**src/rtl/io_interrupt_bridge.sv**
```systemverilog
// rtl/io_interrupt_bridge.sv - device-to-core FIFO with interrupt requests and out_port capture
// Optional out-capture path enabled by macro IO_OUT_CAPTURE_EN.
module io_interrupt_bridge #(
  parameter int DEPTH     = 4,
  parameter int INT_PULSE = 1,
  parameter int INT_GAP   = 2
) (
  input  logic                     clk,
  input  logic                     rst,
  input  logic [15:0]              dev_data,
  input  logic                     dev_valid,
  output logic                     dev_ready,
  output logic [15:0]              input_port,
  output logic                     interrupt_signal,
  input  logic                     in_ack,
  input  logic [15:0]              out_port,
  output logic [15:0]              out_data,
  output logic                     out_valid,
  input  logic                     out_ready,
  output logic                     out_overrun,
  output logic [$clog2(DEPTH):0]   level
);
  localparam int AW = $clog2(DEPTH);

  localparam logic [1:0] S_IDLE     = 2'd0;
  localparam logic [1:0] S_ASSERT   = 2'd1;
  localparam logic [1:0] S_WAIT_ACK = 2'd2;
  localparam logic [1:0] S_GAP      = 2'd3;

  logic [15:0] mem [DEPTH];
  logic [AW:0] wr_ptr, rd_ptr, wr_next, rd_next;
  logic        empty, push, pop, full_next;
  logic [1:0]  state;
  logic [3:0]  cnt;
  logic        acked;

  assign empty      = (wr_ptr == rd_ptr);
  assign push       = dev_valid && dev_ready;
  assign pop        = in_ack && !empty;
  assign wr_next    = wr_ptr + {{AW{1'b0}}, push};
  assign rd_next    = rd_ptr + {{AW{1'b0}}, pop};
  assign full_next  = (wr_next[AW-1:0] == rd_next[AW-1:0]) && (wr_next[AW] != rd_next[AW]);
  assign level      = wr_ptr - rd_ptr;
  assign input_port = empty ? 16'h0000 : mem[rd_ptr[AW-1:0]];

  always_ff @(posedge clk) begin
    if (push) mem[wr_ptr[AW-1:0]] <= dev_data;
  end

  always_ff @(posedge clk) begin
    if (rst) begin
      wr_ptr    <= '0;
      rd_ptr    <= '0;
      dev_ready <= 1'b0;
    end else begin
      wr_ptr    <= wr_next;
      rd_ptr    <= rd_next;
      dev_ready <= !full_next;
    end
  end

  // An ack taken during the pulse is remembered so WAIT_ACK can be skipped.
  always_ff @(posedge clk) begin
    if (rst) begin
      state            <= S_IDLE;
      cnt              <= 4'd0;
      acked            <= 1'b0;
      interrupt_signal <= 1'b0;
    end else begin
      case (state)
        S_IDLE: begin
          if (!empty) begin
            state            <= S_ASSERT;
            interrupt_signal <= 1'b1;
            cnt              <= 4'(INT_PULSE);
            acked            <= 1'b0;
          end
        end
        S_ASSERT: begin
          if (pop) acked <= 1'b1;
          if (cnt == 4'd1) begin
            interrupt_signal <= 1'b0;
            if (acked || pop) begin
              state <= S_GAP;
              cnt   <= 4'(INT_GAP);
            end else begin
              state <= S_WAIT_ACK;
            end
          end else begin
            cnt <= cnt - 4'd1;
          end
        end
        S_WAIT_ACK: begin
          if (pop) begin
            state <= S_GAP;
            cnt   <= 4'(INT_GAP);
          end
        end
        default: begin
          if (cnt == 4'd1) state <= S_IDLE;
          else             cnt   <= cnt - 4'd1;
        end
      endcase
    end
  end

`ifdef IO_OUT_CAPTURE_EN
  logic [15:0] out_prev;

  // A change coinciding with a transfer reloads without flagging an overrun.
  always_ff @(posedge clk) begin
    if (rst) begin
      out_prev    <= 16'h0000;
      out_data    <= 16'h0000;
      out_valid   <= 1'b0;
      out_overrun <= 1'b0;
    end else if (out_port != out_prev) begin
      out_prev  <= out_port;
      out_data  <= out_port;
      out_valid <= 1'b1;
      if (out_valid && !out_ready) out_overrun <= 1'b1;
    end else if (out_valid && out_ready) begin
      out_valid <= 1'b0;
    end
  end
`else
  logic unused_out;
  assign unused_out  = ^{out_port, out_ready};
  assign out_data    = 16'h0000;
  assign out_valid   = 1'b0;
  assign out_overrun = 1'b0;
`endif

endmodule
```
**config.mk**
```make
export PLATFORM = sky130hd
export DESIGN_NAME = io_interrupt_bridge
export DESIGN_NICKNAME = d
export VERILOG_FILES = /design/src/rtl/io_interrupt_bridge.sv
export SDC_FILE = /design/constraint.sdc
export NUM_CORES = 1
export LEC_CHECK = 0
export BUFFER_PORTS_ARGS = -buffer_cell sky130_fd_sc_hd__buf_2
export CAP_MARGIN = 30
export CORE_MARGIN = 3
export CORE_UTILIZATION = 49
export CTS_CLUSTER_SIZE = 30
export DETAILED_ROUTE_END_ITERATION = 8
export HOLD_SLACK_MARGIN = 0.02
export PLACE_DENSITY = 0.73
export SETUP_SLACK_MARGIN = 0.4
export SLEW_MARGIN = 30
export SYNTH_ARGS = -nofsm -noshare
export SYNTH_HDL_FRONTEND = slang
export SYNTH_SLANG_ARGS = --single-unit
```
**constraint.sdc**
```tcl
create_clock -name clk -period 2.45 [get_ports clk]
set_clock_uncertainty 0.1 [all_clocks]
set_input_delay 0.3675 -clock clk [delete_from_list [all_inputs] [get_ports clk]]
set_output_delay 0.3675 -clock clk [all_outputs]
set_load 0.1 [all_outputs]
```
==> metrics.txt, run 1 <==
detailed placement HPWL 4077 um; Yosys top cell by area edfxtp_1; Placed Cells 371; count leader, synth edfxtp_1; Finished Layout Cells 393; die area 8315 um^2; status finished clean; Initial DRC Count 76; TritonCTS Sinks 79; maximum vdd drop 580.2 uV; sequential element share of the synthesized area 0.6249; Pwr Total 4622 uW; CTS tree built; Pleak 0.001723 uW; crit-path leading delay family multiplexers; worst hold path type in2reg; vias in the first global route 2040; CTS clk-pin slew, worst paths 80 ps; max incr delay on CP 500 ps; # DRC 0; pwr dens 982.8 nW/um^2; number of vias after detailed routing 1994; ys flop type edfxtp_1; Core Area 6907 um^2; worst endpoint data arrival time 1770 ps; Crit path top cell by count buf_12; grt ovf 0; slowest stage cell, crit path mux4_2; Tot GR Track Use 0.1658; Final Hold Vio Count 0; FP Rows 30; clk buf depth 2; number of top-level pins 76; crit path capture type primary output; Final Setup Violations 0; # port buffers 40; Fmax 446.3 MHz; Max Cap Viol 0; critical path startpoint category register; starting density of the core 0.5149; RePlAce Congestion 0.7394; final worst path period share 0.9145; area occupied by registers 2240 um^2; fill count 464; Syn Inst Count 234; antenna violations before repair 1; Synth top area share 0.5405; first-pass GRT wire length 10410 um; wire length per cell 16.48 um; H-tree Lvls 3; Antenna Cells 0; CP Class reg2out; number of synthesized flops with an enable pin 64; fin nets 343; Slew Limit Fails 0; die height 91.19 um; Via density 5.074; crit-path cells buf_12, mux4_2, and2b_4, buf_12; share of post-route cells with drive strength above 1 0.4680; Cell Area, Synth 3556 um^2; setup TNS 0 ps; multi-input logic area 1436 um^2; Root Buffer clkbuf_8; register bit total from synthesis 79; asr flop ratio synth 0; CTS Buf Count 9; critical path buffer and inverter count 2; RSZ-0062 raised after global routing yes; Synth cell types 39; WL final 6477 um; clk_lat worst skew 340 ps; WP data required 1980 ps; Synth Area per Inst 15.20 um^2; Critical Path Fanout Max 8; YS warnings 0; drt pass-1 iters 4; Die W 91.19 um; largest net degree at the start of global routing 19; top post-synthesis cells by area edfxtp_1, mux4_2, dfxtp_1; area growth from synthesis to layout 32.27%; Antenna Violating Nets Remaining 0; commonest cells in the netlist edfxtp_1, buf_4, nor2b_1; cts hold-fix bufs 0; Final min period 2240 ps
==> registers in the layout, summed over array words and instances, names as in the netlist <==
| name | flops |
|---|---|
| rd_ptr | 3 |
| acked | 1 |
| dev_ready | 1 |
| cnt | 4 |
| state | 2 |
| wr_ptr | 3 |
| mem | 64 |
| interrupt_signal | 1 |
==> stage by stage <==
stage	hold WS [ps]	setup slack, ps	cell area, um^2	utilization
after floorplan	331.7	108.8	3864	-
after global placement	361.9	242.4	4111	0.5953
after detailed placement	385.4	256.8	4111	0.5953
after CTS	123.0	174.5	4633	0.6708
after global routing	126.3	143.1	4703	0.6810
final	142.9	209.5	4703	0.6810
==> worst paths after layout <==
kind                     start  slack [ps]             to  cells past startpoint
setup / recovery     rd_ptr[0]         210  input_port[8]                      4
setup reg to reg     rd_ptr[0]         490      dev_ready                      8
hold / removal    dev_data[12]         140     mem[1][12]                      1
hold reg to reg          acked         400          acked                      2
==> area by class of cell <==
class | count | share of cell area
flip-flops and latches | 79 | 0.4762
multi-input cells | 133 | 0.3054
repair buffers | 56 | 0.1399
clock buffers | 9 | 0.02634
well taps | 96 | 0.02554
clock inverters | 6 | 0.01330
inverters | 14 | 0.01330
==> where the power goes <==
part / total, uW / leakage, uW / switching [uW] / internal, uW
logic: 2130 / 0.000916 / 1300 / 828
registers: 1580 / 0.000708 / 58.3 / 1530
clock network: 909 / 0.0000988 / 447 / 463
total: 4620 / 0.00172 / 1810 / 2820
==> per-layer routing <==
layer,GRT usage,vias to the layer above,part of all wire
met3,0.03314,12,0.034
li1,-,943,-
met1,0.2019,994,0.42
met5,0,-,0.0017
met4,0.08291,2,0.021
met2,0.2808,43,0.52
==> what timing repair did <==
item	in CTS	in global routing
endpoints found under the setup margin	19	21
pin swaps	3	5
resized for setup	71	14
gates cloned	1	0
setup buffers	5	1
==> cells in the final DEF, fill, tap and decap left out, types with 3 or more instances in the layout <==
cell       n
edfxtp_1  64
nor2_1     8
xnor2_1    5
o21ai_0    4
nand2_1    4
mux4_2    16
clkinv_2   3
nor2b_1    5
buf_2     21
inv_1     10
mux2i_1    4
buf_12    21
clkbuf_8   9
a21oi_1    4
ha_4       3
dfxtp_4    3
nor2b_4   14
conb_1    18
ha_1       7
buf_4     11
dfxtp_2    5
dfxtp_1    7
==> logic make-up after synthesis <==
group	after synthesis	synth area share
flops	79	0.6249
simple gates	49	0.07424
buf+inv	39	0.06228
compound gates	24	0.05067
mux	20	0.1126
fa+ha+maj	13	0.04785
xor+xnor	9	0.02639
other cells	1	0.001055
(Power assumes the default switching activity.)
==> run 2, diff against run 1 <==
--- a/config.mk
+++ b/config.mk
@@ -5,6 +5,7 @@
 export SDC_FILE = /design/constraint.sdc
 export NUM_CORES = 1
 export LEC_CHECK = 0
+export ABC_AREA = 1
 export BUFFER_PORTS_ARGS = -buffer_cell sky130_fd_sc_hd__buf_2
 export CAP_MARGIN = 30
 export CORE_MARGIN = 3
==> run 2 against run 1 <==
Combinational power is 8% higher. Flip-flop and latch count stayed put. Clock power is 2% lower. Final cell count is 30% higher. Area after synthesis is 2.5% higher.
==> metrics.txt, run 2 <==
Max Cap Viol 0; mux cell area share after synthesis 0; CTS clk-pin slew, worst paths 80 ps; Critical Path Fanout Max 8; Synth Area in Simple Gates 0.1593; clk buf depth 2; setup ws final 114.0 ps; # port buffers 40; max reg flops 64; post-placement setup slack 163.1 ps; fin nets 460; slowest stage cell, crit path dfxtp_4; # DRC 0; worst hold path type in2reg; status finished clean; Synth cell types 26; Antenna Cells 0; count leader, synth nor2_1; wire length per cell 14.49 um; maximum vdd drop 797.8 uV; die area 8506 um^2; RePlAce Congestion 0.9073; CTS tree built; area growth from synthesis to layout 32.01%; register bit total from synthesis 79; starting density of the core 0.5219; largest net degree at the start of global routing 35; Pleak 0.001842 uW; antenna violations before repair 0; Synth Area in Adders 0.04670; Hold Slack 142.8 ps; Synth top area share 0.5275; WP data required 1980 ps; grt ovf 0; Antenna Violating Nets Remaining 0; Syn Inst Count 354; Pwr Total 4749 uW; most frequent cells in the layout nor2_1, edfxtp_1, inv_1, o21ai_1; main combinational cell family by area after synthesis simple AND/OR/NAND/NOR gates; most common cell after layout, fill and taps aside nor2_1; CTS Buf Count 9; number of vias after detailed routing 2574; worst endpoint data arrival time 1870 ps; FP Rows 30; final worst path period share 0.9535; Root Buffer clkbuf_8; asr flop ratio synth 0; H-tree Lvls 3; RSZ-0062 raised after global routing yes; number of synthesized flops with an enable pin 64; clk_lat worst skew 330 ps; Slew Limit Fails 0; max incr delay on CP 380 ps; Tot GR Track Use 0.1881; Synth Area per Inst 10.29 um^2; Core Area 6982 um^2; die height 92.23 um; Yosys top cell by area edfxtp_1; CP Class reg2out; first-pass GRT wire length 12050 um; setup TNS 0 ps; Fmax 428.1 MHz; top post-synthesis cells by area edfxtp_1, nor2_1, dfxtp_1; crit path capture type primary output; Final Hold Vio Count 0; Crit path top cell by count buf_12; number of top-level pins 76; vias in the first global route 2509; share of post-route cells with drive strength above 1 0.2964; critical path startpoint category register; Die W 92.23 um; ys flop type edfxtp_1; TritonCTS Sinks 79; crit-path leading delay family buffers and inverters; commonest cells in the netlist nor2_1, edfxtp_1, o21ai_0; fin util 0.6889; Final min period 2336 ps; critical path buffer and inverter count 5; drt pass-1 iters 5; Synth Area in XOR/XNOR 0.01202; YS warnings 0; Cell Area, Synth 3643 um^2; pwr dens 987.5 nW/um^2; Final Setup Violations 0; Via density 5.037; detailed placement HPWL 4736 um; sequential element share of the synthesized area 0.6099; crit-path cells inv_8, ha_4, nand2_2, inv_2, nand3_4, clkinvlp_4, buf_12, a21oi_4, buf_12; compound-cell area share of the yosys netlist 0.08345; WL final 7405 um; Initial DRC Count 207
## run 2: cell count changes in the layout (fill, tap and decap cells not counted), sizes merged, moves of 4 or more
cell,before,now
xnor2,7,3
nand2,5,29
inv,12,30
nor2b,19,0
mux2i,4,0
o21ai,8,35
a21oi,4,25
nor2,11,84
nand3,2,13
mux4,16,0
## run 2: final timing paths
| kind | depth (start not counted) | endpoint | from | slack (ps) |
|---|---|---|---|---|
| max | 9 | input_port[5] | rd_ptr[1] | 110 |
| min | 1 | mem[1][1] | dev_data[1] | 140 |
| max reg2reg | 16 | dev_ready | rd_ptr[1] | 240 |
| min reg2reg | 2 | acked | acked | 370 |
## run 2: routing by layer
metal,vias up,global-route usage,part of all wire
li1,1257,-,-
met1,1209,0.2220,0.38
met2,90,0.3254,0.53
met3,18,0.04184,0.063
met4,0,0.08787,0.022
met5,-,0,0
## run 2: where the power goes
part	switching, uW	internal [uW]
Sequential	48.2	1520
Combinational	1540	751
Clock	423	467
Total	2010	2740
## run 2: cell type report
cell class	count	area, um^2
clock buffers	12	135.1
well taps	96	120.1
multi-input cells	229	1466
flip-flops and latches	79	2236
inverters	32	137.6
fillers	517	2172
clock inverters	4	46.29
repair buffers	59	668.1
## run 2: cells by family after synthesis
kind of cell | Yosys count
AND/OR/NAND/NOR | 133
XOR/XNOR | 5
adder cells (fa/ha/maj) | 13
buffers and inverters | 63
other | 1
AO/OA/AOI/OAI | 60
flip-flops | 79
## run 2: repair_timing
item,in CTS,in global routing
pin swaps,3,2
cloned,1,0
resized for setup,40,3
setup buffers,8,0
hold buffers,0,0
hold endpoints to repair,0,0
endpoints found under the setup margin,19,20
## run 2: worst register-to-register path, stage by stage, from the launching register on
cell and delay [ps]:
dfxtp_4 380, inv_8 30, ha_4 250, nand2_2 50, inv_2 70, nand3_4 80
buf_4 160, nand2_4 60, inv_1 50, ha_1 180, ha_2 180, xor2_1 130
inv_1 90, nand2_1 60, nand4_1 70, o21ai_1 130, inv_1 50
## run 2: metrics by stage
step	area [um^2]	std cells
after floorplan	4026	371
after global placement	4483	486
after detailed placement	4483	486
after CTS	4806	511
after global routing	4810	511
final	4810	511
==> run 3, diff against run 2 <==
==> constraint.sdc (replaced) <==
create_clock -name clk -period 2.45 [get_ports clk]
set_clock_uncertainty 0.1 [all_clocks]
set_input_delay 0.1225 -clock clk [delete_from_list [all_inputs] [get_ports clk]]
set_output_delay 0.1225 -clock clk [all_outputs]
set_load 0.1 [all_outputs]
==> run 3 against run 2 <==
Sequential share of layout area fell by 1.9 points. Non-clock buffer count grew 22. Final cell count rose by 4.5%. Via count up 4.8%. Flip-flop and latch count stayed put. Setup slack gained 130 ps. First-iteration DRC count decreased by 22%. Critical path depth rose by 1. Worst hold slack got worse by 110 ps. Clock power grew 5.2%. Largest power group unchanged. Highest routed layer unchanged.
==> metrics.txt, run 3 (synthesis gave the netlist of run 2 again) <==
Pleak 0.001942 uW; # port buffers 40; TritonCTS Sinks 79; number of top-level pins 76; Root Buffer clkbuf_8; Final Setup Violations 0; Antenna Violating Nets Remaining 0; pwr dens 968.7 nW/um^2; largest net degree at the start of global routing 36; CTS clk-pin slew, worst paths 80 ps; crit path capture type primary output; starting density of the core 0.5219; most common cell after layout, fill and taps aside nor2_1; maximum vdd drop 671.4 uV; CP Class reg2out; antenna violations before repair 0; RSZ-0062 raised after global routing yes; clk_lat worst skew 350 ps; WL final 8127 um; FP Rows 30; Antenna Cells 0; final worst path period share 0.8997; CTS tree built; Tot GR Track Use 0.1983; most frequent cells in the layout nor2_1, edfxtp_1, o21ai_1, inv_1, buf_2; H-tree Lvls 3; clk buf depth 2; vias in the first global route 2657; Fmax 453.6 MHz; Post-Place Cell Area 4438 um^2; max reg flops 64; Via density 5.052; Critical Path Fanout Max 8; area growth from synthesis to layout 37.67%; die area 8506 um^2; # DRC 0; Final min period 2204 ps; first-pass GRT wire length 12810 um; die height 92.23 um; Die W 92.23 um; Core Area 6982 um^2; number of vias after detailed routing 2698; share of post-route cells with drive strength above 1 0.2945; grt ovf 0; drt pass-1 iters 4; CTS Buf Count 9; critical path startpoint category register; setup ws final 245.7 ps; post-placement setup slack 194.6 ps; Final Hold Vio Count 0; fin nets 483; setup TNS 0 ps; Max Cap Viol 0; worst hold path type in2reg; fin util 0.7185; detailed placement HPWL 4679 um; WP data required 2230 ps; Hold Slack 34.06 ps; worst endpoint data arrival time 1980 ps; Initial DRC Count 162; final instance area 5016 um^2; wire length per cell 15.22 um; status finished clean; Slew Limit Fails 0; RePlAce Congestion 0.8625
-- run 3: layer usage --
metal | share of wire | vias up | routed length (um) | GRT usage
met5 | 0 | - | 0 | 0
met4 | 0.025 | 0 | 203 | 0.1139
met3 | 0.059 | 17 | 483 | 0.02379
met2 | 0.52 | 93 | 4220 | 0.3425
met1 | 0.40 | 1284 | 3220 | 0.2386
li1 | - | 1304 | - | -
-- run 3: per-stage QoR --
| stage | power, uW | std cells |
|---|---|---|
| floorplan | 3243 | 371 |
| global placement | 3706 | 484 |
| detailed placement | 3746 | 484 |
| CTS | 4827 | 530 |
| global route | 5076 | 534 |
| finish | 4859 | 534 |
-- run 3: path summary, 6_finish.rpt --
path	startpoint	endpoint	depth (start not counted)	slack, ps
worst min register to register	acked	acked	2	380
worst max register to register	wr_ptr[0]	dev_ready	14	420
worst max-delay path	wr_ptr[0]	input_port[9]	10	250
worst min-delay path	in_ack	acked	3	30
-- run 3: final cells by class --
type | count | area [um^2]
Clock buffer | 10 | 127.6
Clock inverter | 6 | 60.06
Fill cell | 481 | 1966
Inverter | 32 | 137.6
Multi-Input combinational cell | 229 | 1458
Sequential cell | 79 | 2236
Tap cell | 96 | 120.1
Timing Repair Buffer | 81 | 869.6
Timing Repair inverter | 1 | 7.507
-- run 3: report_power, final --
group	leakage, uW	switching (uW)	total (uW)	internal [uW]
registers	0.000707	50.5	1570	1520
clock network	0.0000957	469	937	468
logic	0.00114	1560	2350	789
-- run 3: repair_timing --
| action | 4_1_cts | 5_1_grt |
|---|---|---|
| cloned | 2 | 0 |
| hold buffers | 17 | 0 |
| buffers inserted | 11 | 4 |
| gates resized for setup | 50 | 3 |
| pin swaps | 3 | 2 |
| endpoints found under the setup margin | 19 | 18 |
| endpoints found under the hold margin | 74 | 0 |
-- run 3: worst max-delay path, stage by stage, from the launching register on --
cell	delay, ps
dfxtp_4	370
inv_4	40
ha_4	210
nand2_2	70
inv_2	50
nand3_4	70
buf_6	110
clkinvlp_4	150
buf_12	200
a21oi_4	160
buf_12	190
